===== src/rtl/mimosa_caretaker.sv =====
// Care controller for the mimosa pet model: divides clk into the model heartbeat
// and applies manual or automatic stimulus episodes aligned to heartbeat falling edges.
module mimosa_caretaker #(
    parameter int unsigned TICK_DIV    = 1000,
    parameter int unsigned STIM_HOLD   = 4,
    parameter int unsigned COOLDOWN    = 8,
    parameter logic [1:0]  SLEEP_STATE = 2'b01
) (
    input  logic       clk,
    input  logic       rst,
    input  logic [7:0] status,
    input  logic       auto_en,
    input  logic       manual_valid,
    input  logic [6:0] manual_stim,
    output logic       model_clk,
    output logic [6:0] stim,
    output logic       busy,
    output logic       manual_drop,
    output logic [7:0] stim_count
);

    localparam logic [15:0] DIV_LAST = 16'(TICK_DIV - 1);
    localparam logic [7:0]  HOLD_LIM = 8'(STIM_HOLD);
    localparam logic [7:0]  COOL_LIM = 8'(COOLDOWN);

    typedef enum logic [1:0] {
        S_IDLE,
        S_ARM,
        S_HOLD,
        S_COOL
    } state_t;

    state_t      state_q, state_d;
    logic [15:0] div_q;
    logic        model_clk_q;
    logic [6:0]  pend_q, pend_d;
    logic [6:0]  stim_q, stim_d;
    logic [7:0]  cnt_q, cnt_d;
    logic [7:0]  count_q, count_d;
    logic        drop_q, drop_d;

    logic        term;
    logic        rise_evt;
    logic        fall_evt;
    logic        auto_hit;
    logic [6:0]  auto_code;

    // Strobes flag the cycle whose closing edge toggles model_clk.
    assign term     = (div_q == DIV_LAST);
    assign rise_evt = term && !model_clk_q;
    assign fall_evt = term && model_clk_q;

    always_ff @(posedge clk or posedge rst) begin
        if (rst) begin
            div_q       <= '0;
            model_clk_q <= 1'b0;
        end else if (term) begin
            div_q       <= '0;
            model_clk_q <= ~model_clk_q;
        end else begin
            div_q <= div_q + 16'd1;
        end
    end

    // Automatic policy: stress relief first, then hunger, then boredom.
    always_comb begin
        auto_hit  = 1'b0;
        auto_code = '0;
        if (auto_en && (status[7:6] != SLEEP_STATE)) begin
            if (status[3:2] == 2'b11) begin
                auto_hit  = 1'b1;
                auto_code = 7'b0000001;
            end else if (status[1:0] == 2'b00) begin
                auto_hit  = 1'b1;
                auto_code = 7'b0000010;
            end else if (status[5:4] == 2'b00) begin
                auto_hit  = 1'b1;
                auto_code = 7'b0000100;
            end
        end
    end

    always_ff @(posedge clk or posedge rst) begin
        if (rst) begin
            state_q <= S_IDLE;
            pend_q  <= '0;
            stim_q  <= '0;
            cnt_q   <= '0;
            count_q <= '0;
            drop_q  <= 1'b0;
        end else begin
            state_q <= state_d;
            pend_q  <= pend_d;
            stim_q  <= stim_d;
            cnt_q   <= cnt_d;
            count_q <= count_d;
            drop_q  <= drop_d;
        end
    end

    always_comb begin
        state_d = state_q;
        pend_d  = pend_q;
        stim_d  = stim_q;
        cnt_d   = cnt_q;
        count_d = count_q;
        drop_d  = manual_valid && (state_q != S_IDLE);
        case (state_q)
            S_IDLE: begin
                if (manual_valid) begin
                    pend_d  = manual_stim;
                    state_d = S_ARM;
                end else if (auto_hit) begin
                    pend_d  = auto_code;
                    state_d = S_ARM;
                end
            end
            S_ARM: begin
                if (fall_evt) begin
                    stim_d  = pend_q;
                    cnt_d   = '0;
                    count_d = (count_q == 8'hFF) ? count_q : count_q + 8'd1;
                    state_d = S_HOLD;
                end
            end
            S_HOLD: begin
                if (fall_evt && (cnt_q == HOLD_LIM)) begin
                    stim_d  = '0;
                    cnt_d   = '0;
                    state_d = S_COOL;
                end else if (rise_evt) begin
                    cnt_d = cnt_q + 8'd1;
                end
            end
            S_COOL: begin
                if (fall_evt && (cnt_q == COOL_LIM)) begin
                    state_d = S_IDLE;
                end else if (rise_evt) begin
                    cnt_d = cnt_q + 8'd1;
                end
            end
            default: state_d = S_IDLE;
        endcase
    end

    assign model_clk   = model_clk_q;
    assign stim        = stim_q;
    assign busy        = (state_q != S_IDLE);
    assign manual_drop = drop_q;
    assign stim_count  = count_q;

endmodule


===== config.mk =====
export PLATFORM = sky130hd
export DESIGN_NAME = mimosa_caretaker
export DESIGN_NICKNAME = d
export VERILOG_FILES = /design/src/rtl/mimosa_caretaker.sv
export SDC_FILE = /design/constraint.sdc
export NUM_CORES = 1
export LEC_CHECK = 0
export BUFFER_PORTS_ARGS = -buffer_cell sky130_fd_sc_hd__buf_4
export CORE_MARGIN = 3
export CORE_UTILIZATION = 25
export DETAILED_ROUTE_END_ITERATION = 10
export PLACE_DENSITY = 0.38
export RECOVER_POWER = 100
export SYNTH_ARGS = -nofsm -noshare
export SYNTH_HDL_FRONTEND = slang
export SYNTH_SLANG_ARGS = --single-unit

===== constraint.sdc =====
create_clock -name clk -period 2.43 [get_ports clk]
set_input_delay 0.243 -clock clk [delete_from_list [all_inputs] [get_ports clk]]
set_output_delay 0.243 -clock clk [all_outputs]
set_load 0.1 [all_outputs]

==> impl_metrics.ini, run 1 <==
[logic_synthesis]
netlist_top_cells_count = 50 x dfrtp_1, 21 x nor2_1, 20 x inv_1
ys_warn_count = 0
synthFlopType = dfrtp_1
synth_top_area_share_pct = 49.4
syn-num-nets = 269
syn-cell-area_um2 = 2530
yosys_register_bits = 50
ys_top_cells_by_area = dfrtp_1 49%, xor2_1 4.5%, ha_1 4.0%
yosysUniqueCellTypes = 43
synth-edff-count = 0
synth.most_common_cell = dfrtp_1
postSynthCellCount = 242
seq_area_frac_synth_pct = 49.4
synthArstFlopShare_pct = 100
yosys.area.top_type = dfrtp_1
avgSynthCellArea_um2 = 10.5

[cells_and_area]
drive_gt1_share_pct = 14.9
antenna_cells = 0
final_util_pct = 31.6
final_nets = 321
fin_area_um2 = 3100
syn2layout_area_growth_pct = 22.3
stdcell_count = 428

[cts]
cts_tree = built
clk_latency_ps = 300
clockBufferDepth = 2
clkSlewWorstSetupHoldPaths_ps = 90
cts_num_sinks = 50
cts_buffers = 5
h-tree-depth = 2
root_buffer = clkbuf_8

[timing]
fin_crit_ps = 2330
slew_viol_final = 0
rsz0062_at_grt = false
fin_setup_tns_ps = 0
post-route-period-util_pct = 96.0
fin_worst_skew_ps = 11.9
fin_ws_ps = 96.5
setup_viol = 0
hold_viol = 0
fmax_ghz = 0.429
hold_ws_ps = 195
relSlewSlack_pct = 22.1
max_slew.worst_pin.slew_ps = 1170

[setup_path]
path_class = reg -> reg
crit_path_end_kind = register
required_ps = 2610
worstPathArrival_ps = 2520
start_kind = register
critPathMaxFanout = 5

[pwr]
p_per_area_nw_per_um2 = 486
leakagePower_nw = 1.42
p_total_mw = 1.51
irDropWorstVdd_mv = 0.241

[detailed_routing]
dr.first_iter.drc_count = 63
drt_first_pass_iters = 4
wl_mm = 5.88
drtAntennaViolNets = 0
num_vias = 2017
avgRoutedWirePerCell_um = 13.7
routed_via_density = 4.71
drc = 0

[placed_design]
pre_cts_ws_ps = 94.6
place_hpwl_mm = 4.40
port_buffers = 36
dpl.cell_count = 418
gp_congestion = 0.741
dpl-instance-area_um2 = 3040

[die]
core_region_area_um2 = 9820
start_util_pct = 25.8
num_rows = 36
dieArea_um2 = 11400
fp.dieW_um = 107
ios = 37
fp.dieH_um = 107

[global_routing]
grt.total_usage_pct = 11.1
grt_pass1_wl_mm = 10.1
grt.busiest_layer = met2
met2_usage_pct = 17.1
grt_antenna_before_repair = 0
grt_max_degree = 25
grt_remaining_overflow = 0
grt_use_met1_pct = 15.8
grt_util_met3_pct = 2.29
grt_pass1_vias = 2003

[worst_hold_path]
hold_class = in -> reg

[outcome]
outcome = finished, final reports clean

[job]
maxCapViolations = 0
cell families after synthesis:
logic type	after synthesis	synth area share, %
multiplexers	6	2.47
AO/OA/AOI/OAI	47	13.8
AND/OR/NAND/NOR	81	18.1
adder cells (fa/ha/maj)	8	3.95
flip-flops	50	49.4
buffers and inverters	26	3.95
XOR/XNOR	24	8.30
layout make-up:
class | count | area (um^2)
Multi-Input combinational cell | 166 | 1190
Clock inverter | 1 | 30.0
Clock buffer | 7 | 86.3
Inverter | 20 | 75.1
Sequential cell | 50 | 1250
Timing Repair Buffer | 51 | 294
Tap cell | 133 | 166
Fill cell | 1061 | 6720
cell usage in the layout, fill, tap and decap left out, types with 10 or more instances in the layout:
cell / count
nand3_1: 10
nor2_1: 21
inv_1: 20
xor2_1: 13
buf_4: 24
clkbuf_1: 24
nand2_1: 12
xnor2_1: 11
dfrtp_1: 49
sequential cells by signal, summed over array words and instances (netlist names):
signal / flops
cnt_q: 8
div_q: 16
manual_drop: 1
model_clk: 1
pend_q: 7
state_q: 2
stim: 7
stim_count: 8
critical path, cell delays in order, from the launching register on:
cell and delay (ps):
dfrtp_1 420, or4_4 620, nor4_4 260, buf_4 180
a2bb2oi_1 260, o221ai_2 150, mux2_1 320
routing by layer:
layer  routed length, um  part of all wire [%]
met1                2920                    50
met2                2640                    45
met3                 239                   4.1
met4                  85                   1.4
met5                   0                     0
repair_timing:
item	CTS	global route
endpoints found under the hold margin	15	0
hold buffers	1	0
setup endpoints to repair	0	9
resized for setup	0	3
setup buffers	0	1
worst paths after layout:
check | from | endpoint | slack [ps] | depth (start not counted)
hold / removal | manual_stim[6] | pend_q[6] | 190 | 2
hold reg to reg | div_q[0] | div_q[0] | 470 | 1
setup / recovery | div_q[12] | state_q[1] | 100 | 6
setup reg to reg | div_q[12] | state_q[1] | 100 | 6
min in group asynchronous | rst | div_q[10] | 710 | 3
max in group asynchronous | rst | stim_count[5] | 530 | 4
power by group:
| group | switching (mW) | internal [mW] |
|---|---|---|
| registers | 0.000221 | 0.832 |
| clock network | 0.275 | 0.336 |
| logic | 0.0375 | 0.0248 |
(Power assumes the default switching activity.)
==> run 2, diff against run 1 <==
--- a/config.mk
+++ b/config.mk
@@ -6,9 +6,9 @@
 export NUM_CORES = 1
 export LEC_CHECK = 0
-export BUFFER_PORTS_ARGS = -buffer_cell sky130_fd_sc_hd__buf_4
 export CORE_MARGIN = 3
 export CORE_UTILIZATION = 25
 export DETAILED_ROUTE_END_ITERATION = 10
-export PLACE_DENSITY = 0.38
+export DONT_BUFFER_PORTS = 1
+export PLACE_DENSITY = 0.35
 export RECOVER_POWER = 100
 export SYNTH_ARGS = -nofsm -noshare
==> constraint.sdc (replaced) <==
create_clock -name clk -period 2.43 [get_ports clk]
set_input_delay 0 -clock clk [delete_from_list [all_inputs] [get_ports clk]]
set_output_delay 0 -clock clk [all_outputs]
set_load 0.1 [all_outputs]
==> impl_metrics.ini, run 2 (synthesized netlist as in run 1, its figures left out) <==
[worst_hold_path]
hold_class = in -> reg

[die]
fp.dieW_um = 107
core_region_area_um2 = 9820
dieArea_um2 = 11400
start_util_pct = 25.8
ios = 37
num_rows = 36
fp.dieH_um = 107

[cts]
cts_num_sinks = 50
clkSlewWorstSetupHoldPaths_ps = 100
clockBufferDepth = 2
cts_buffers = 5
h-tree-depth = 2
root_buffer = clkbuf_8
cts_tree = built
clk_latency_ps = 310

[cells_and_area]
nFillCells = 1091
final_common_cell = dfrtp_1
syn2layout_area_growth_pct = 21.3
final_cell_mix = 49 x dfrtp_1, 22 x clkbuf_1, 21 x nor2_1
stdcell_count = 424
largest_reg_flops = 16
regMostFlops = div_q
antenna_cells = 0
final_nets = 317
drive_gt1_share_pct = 10.7

[timing]
hold_viol = 0
fin_worst_skew_ps = 12.4
slew_viol_final = 0
fmax_ghz = 0.436
post-route-period-util_pct = 94.4
setup_viol = 0
fin_crit_ps = 2290
relSlewSlack_pct = 7.26
rsz0062_at_grt = false
fin_ws_ps = 136
max_slew.worst_pin.slew_ps = 1390

[pwr]
irDropWorstVdd_mv = 0.203
power_switching_mw = 0.326
leakagePower_nw = 1.35
p_sw_share_pct = 22.0
power_frac_comb_pct = 3.0
intPower_mw = 1.16
p_per_area_nw_per_um2 = 483
power.share.clock_pct = 40.4
pwr-share-seq_pct = 56.6

[setup_path]
worstRegToRegCells = 5
crit_path_end_kind = register
startpoint = div_q[12]
path_class = reg -> reg
rr_endpoint = cnt_q[7]
r2r-start = div_q[12]
worstPathArrival_ps = 2540
start_kind = register
regToRegSetupSlack_ps = 140
endpoint = cnt_q[7]
critPathMaxFanout = 5
required_ps = 2670

[detailed_routing]
dr.first_iter.drc_count = 89
drc = 0
wl_mm = 5.99
drt_first_pass_iters = 4
drtAntennaViolNets = 0
num_vias = 1938
avgRoutedWirePerCell_um = 14.1
routed_via_density = 4.57

[placed_design]
gp_congestion = 0.695
dpl.cell_count = 399
port_buffers = 0
place_hpwl_mm = 4.29
pre_cts_ws_ps = -74.1

[global_routing]
grt_max_degree = 51
grt_pass1_vias = 1985
grt_antenna_before_repair = 0
grt_pass1_wl_mm = 10.3
grt_util_met3_pct = 2.53
grt.busiest_layer = met2
grt.total_usage_pct = 11.2
met2_usage_pct = 16.6
grt_remaining_overflow = 0
grt_use_met1_pct = 16.4

[outcome]
outcome = finished, final reports clean

[job]
maxCapViolations = 0
[run 2: final cells by class]
| type | count | area [um^2] | area share, % |
|---|---|---|---|
| Clock buffer | 6 | 72.6 | 2.36 |
| Multi-Input combinational cell | 166 | 1180 | 38.3 |
| Timing Repair Buffer | 47 | 292 | 9.49 |
| Inverter | 20 | 75.1 | 2.44 |
| Tap cell | 133 | 166 | 5.42 |
| Sequential cell | 50 | 1250 | 40.8 |
| Clock inverter | 2 | 37.5 | 1.22 |
[run 2: timing repair]
item | 4_1_cts | 5_1_grt
pin swaps | 1 | 3
endpoints found under the setup margin | 9 | 7
hold buffers | 11 | 0
gates resized for setup | 1 | 2
buffers inserted | 3 | 3
endpoints found under the hold margin | 58 | 0
gates cloned | 0 | 0
[run 2: power groups by stage]
stage	sequential, mW	clock [mW]	combinational [mW]
4_1_cts	0.839	0.636	0.0504
6_report	0.839	0.600	0.0445
3_5_place_dp	0.855	0	0.0335
5_1_grt	0.839	0.662	0.0516
2_1_floorplan	0.855	0	0.0224
3_3_place_gp	0.855	0	0.0336
[run 2: metrics by stage]
| stage | hold WS (ps) | setup TNS [ps] | total power [mW] | instance area, um^2 | utilization [%] |
|---|---|---|---|---|---|
| floorplan | 175 | 0 | 0.878 | 2530 | - |
| global placement | -38.5 | -9.97 | 0.889 | 2910 | 29.7 |
| detailed placement | -37.2 | -435 | 0.889 | 2910 | 29.7 |
| CTS | 10.4 | 0 | 1.53 | 3160 | 32.2 |
| global route | 53.8 | 0 | 1.55 | 3070 | 31.3 |
| finish | 5.63 | 0 | 1.48 | 3070 | 31.3 |
[run 2: worst min path at each step]
stage          cells after the start           start  slack (ps)             to
2_1_floorplan                      1  manual_stim[3]         170      pend_q[3]
3_5_place_dp                       2             rst         -40  stim_count[2]
4_1_cts                            3       status[4]          10      pend_q[2]
3_3_place_gp                       2             rst         -40  stim_count[2]
6_report                           3    manual_valid           6      pend_q[2]
5_1_grt                            3       status[4]          50      pend_q[2]
[run 2: critical path: stages, from the launching register on]
cell and delay (ps):
dfrtp_1 380, or4_4 580, o41ai_4 390, o211ai_1 180, or4_1 550, a21oi_2 150
[run 2: metal layers]
layer | up-vias | share of wire, %
met3 | 4 | 3.8
met5 | - | 0
met4 | 0 | 0.97
li1 | 970 | -
met2 | 23 | 43
met1 | 941 | 52
==> run 3, diff against run 2 <==
- ABC_AREA: unset -> 1
==> impl_metrics.ini, run 3 <==
[outcome]
outcome = finished, final reports clean

[timing]
fmax_ghz = 0.476
fin_ws_ps = 330
post-route-period-util_pct = 86.4
slew_viol_final = 0
max_slew.worst_pin.slew_ps = 1300
fin_crit_ps = 2100
rsz0062_at_grt = false
relSlewSlack_pct = 13.3
setup_viol = 0
hold_viol = 0
fin_worst_skew_ps = 10.9
fin_setup_tns_ps = 0

[logic_synthesis]
syn-cell-area_um2 = 3010
yosysUniqueCellTypes = 29
netlist_top_cells_count = 89 x nand2_1, 50 x dfrtp_1, 49 x inv_1
syn-num-nets = 410
yosys_register_bits = 50
ys_top_cells_by_area = dfrtp_1 42%, nand2_1 11%, nand3_1 6.7%
synthArstFlopShare_pct = 100
yosys.area.top_type = dfrtp_1
synth_top_area_share_pct = 41.6
synth-edff-count = 0
ys_warn_count = 0
avgSynthCellArea_um2 = 7.85
synthFlopType = dfrtp_1
seq_area_frac_synth_pct = 41.6
synth.most_common_cell = nand2_1
postSynthCellCount = 383

[setup_path]
path_class = reg -> reg
start_kind = register
regToRegSetupSlack_ps = 330
rr_endpoint = stim_count[7]
worst-path-stages = 6
crit_path_end_kind = register
crit_slowest_cell = clkbuf_1
worstRegToRegCells = 6
crit_family = buffers and inverters
path_cells = clkbuf_1 -> nand2_1 -> nor3_1 -> xor2_1 -> nand2_1 -> nand2_1
required_ps = 2670
startpoint = stim_count[4]
crit_path_max_incr_delay_ps = 940
cp_num_buf_inv = 1
critPathMaxFanout = 3
endpoint = stim_count[7]
crit_path_frequent_cell = nand2_1
worstPathArrival_ps = 2340
r2r-start = stim_count[4]

[placed_design]
place_hpwl_mm = 5.25
pre_cts_ws_ps = 514
port_buffers = 0
gp_congestion = 0.741

[detailed_routing]
drc = 0
drtAntennaViolNets = 0
routed_via_density = 4.49
num_vias = 2512
wl_mm = 7.02
dr.first_iter.drc_count = 104
drt_first_pass_iters = 5
avgRoutedWirePerCell_um = 12.6

[global_routing]
grt_remaining_overflow = 0
grt.total_usage_pct = 11.8
grt_pass1_vias = 2585
grt_antenna_before_repair = 0
grt_max_degree = 51
grt_pass1_wl_mm = 12.4

[cells_and_area]
syn2layout_area_growth_pct = 14.7
drive_gt1_share_pct = 14.2
regMostFlops = div_q
largest_reg_flops = 16
final_nets = 442
antenna_cells = 0
final_common_cell = nand2_1
final_cell_mix = 90 x nand2_1, 50 x dfrtp_1, 49 x inv_1

[die]
num_rows = 39
start_util_pct = 26.0
core_region_area_um2 = 11600
dieArea_um2 = 13400
fp.dieW_um = 116
ios = 37
fp.dieH_um = 116

[cts]
cts_buffers = 5
clk_latency_ps = 310
post_cts_resize_count = 0
clkSlewWorstSetupHoldPaths_ps = 70
cts_tree = built
root_buffer = clkbuf_16
h-tree-depth = 2
clockBufferDepth = 2
cts_num_sinks = 50
post_cts_buffers = 0

[pwr]
p_per_area_nw_per_um2 = 879
irDropWorstVdd_mv = 0.552
leakagePower_nw = 1.72

[worst_hold_path]
hold_class = in -> reg

[job]
maxCapViolations = 0
==> run 3: what timing repair did <==
item | CTS | global route
hold buffers | 9 | 0
endpoints found under the setup margin | 0 | 0
endpoints found under the hold margin | 58 | 0
==> run 3: worst min-delay path by stage <==
stage                       startpoint   endpoint  slack (ps)  cells past startpoint
after floorplan           manual_valid  pend_q[3]         150                      2
after detailed placement           rst  div_q[10]         110                      2
after global routing           auto_en  pend_q[0]          80                      4
after global placement             rst   div_q[9]         120                      2
final                          auto_en  pend_q[0]          20                      4
after CTS                      auto_en  pend_q[0]          10                      4
==> run 3: through the flow <==
stage | instances | power, mW | hold slack, ps | util (%) | cell area [um^2]
after floorplan | 383 | 2.20 | 147 | - | 3010
after global placement | 542 | 2.43 | 116 | 28.5 | 3300
after detailed placement | 542 | 2.43 | 112 | 28.5 | 3300
after CTS | 559 | 3.21 | 14.4 | 30.6 | 3540
after global routing | 559 | 3.26 | 83.3 | 29.8 | 3450
final | 559 | 3.03 | 21.2 | 29.8 | 3450
==> run 3: cell families (layout without fill, tap and decap cells) <==
logic type | after synthesis | after routing | synth area share [%]
AO/OA/AOI/OAI | 38 | 38 | 7.78
XOR/XNOR | 13 | 13 | 3.79
adder cells (fa/ha/maj) | 8 | 8 | 3.33
buffers and inverters | 59 | 92 | 8.16
flip-flops | 50 | 50 | 41.6
AND/OR/NAND/NOR | 215 | 215 | 35.3
==> run 3: layer usage <==
metal  global-route usage [%]  wire [um]  vias to the layer above
li1                         -          -                     1291
met1                     14.4       3250                     1164
met2                     19.7       3240                       52
met3                     4.33        445                        5
met4                     3.48         85                        0
met5                        0          0                        -
==> run 3: power by group <==
group | switching, mW | internal (mW)
clock | 0.328 | 0.409
sequential | 0.103 | 0.960
combinational | 0.966 | 0.267
total | 1.40 | 1.64
==> run 3: worst min-delay path, stage by stage <==
cell and delay (ps):
nand2_1 80, o21ai_0 70, o21ai_0 70, a21oi_1 60
==> run 3: area by class of cell <==
cell class              instances  area (um^2)
clock inverters                 2         12.5
well taps                     143          179
multi-input cells             274         1470
fillers                      1246         8120
repair buffers                 29          190
inverters                      55          206
clock buffers                   6          139
flip-flops and latches         50         1250
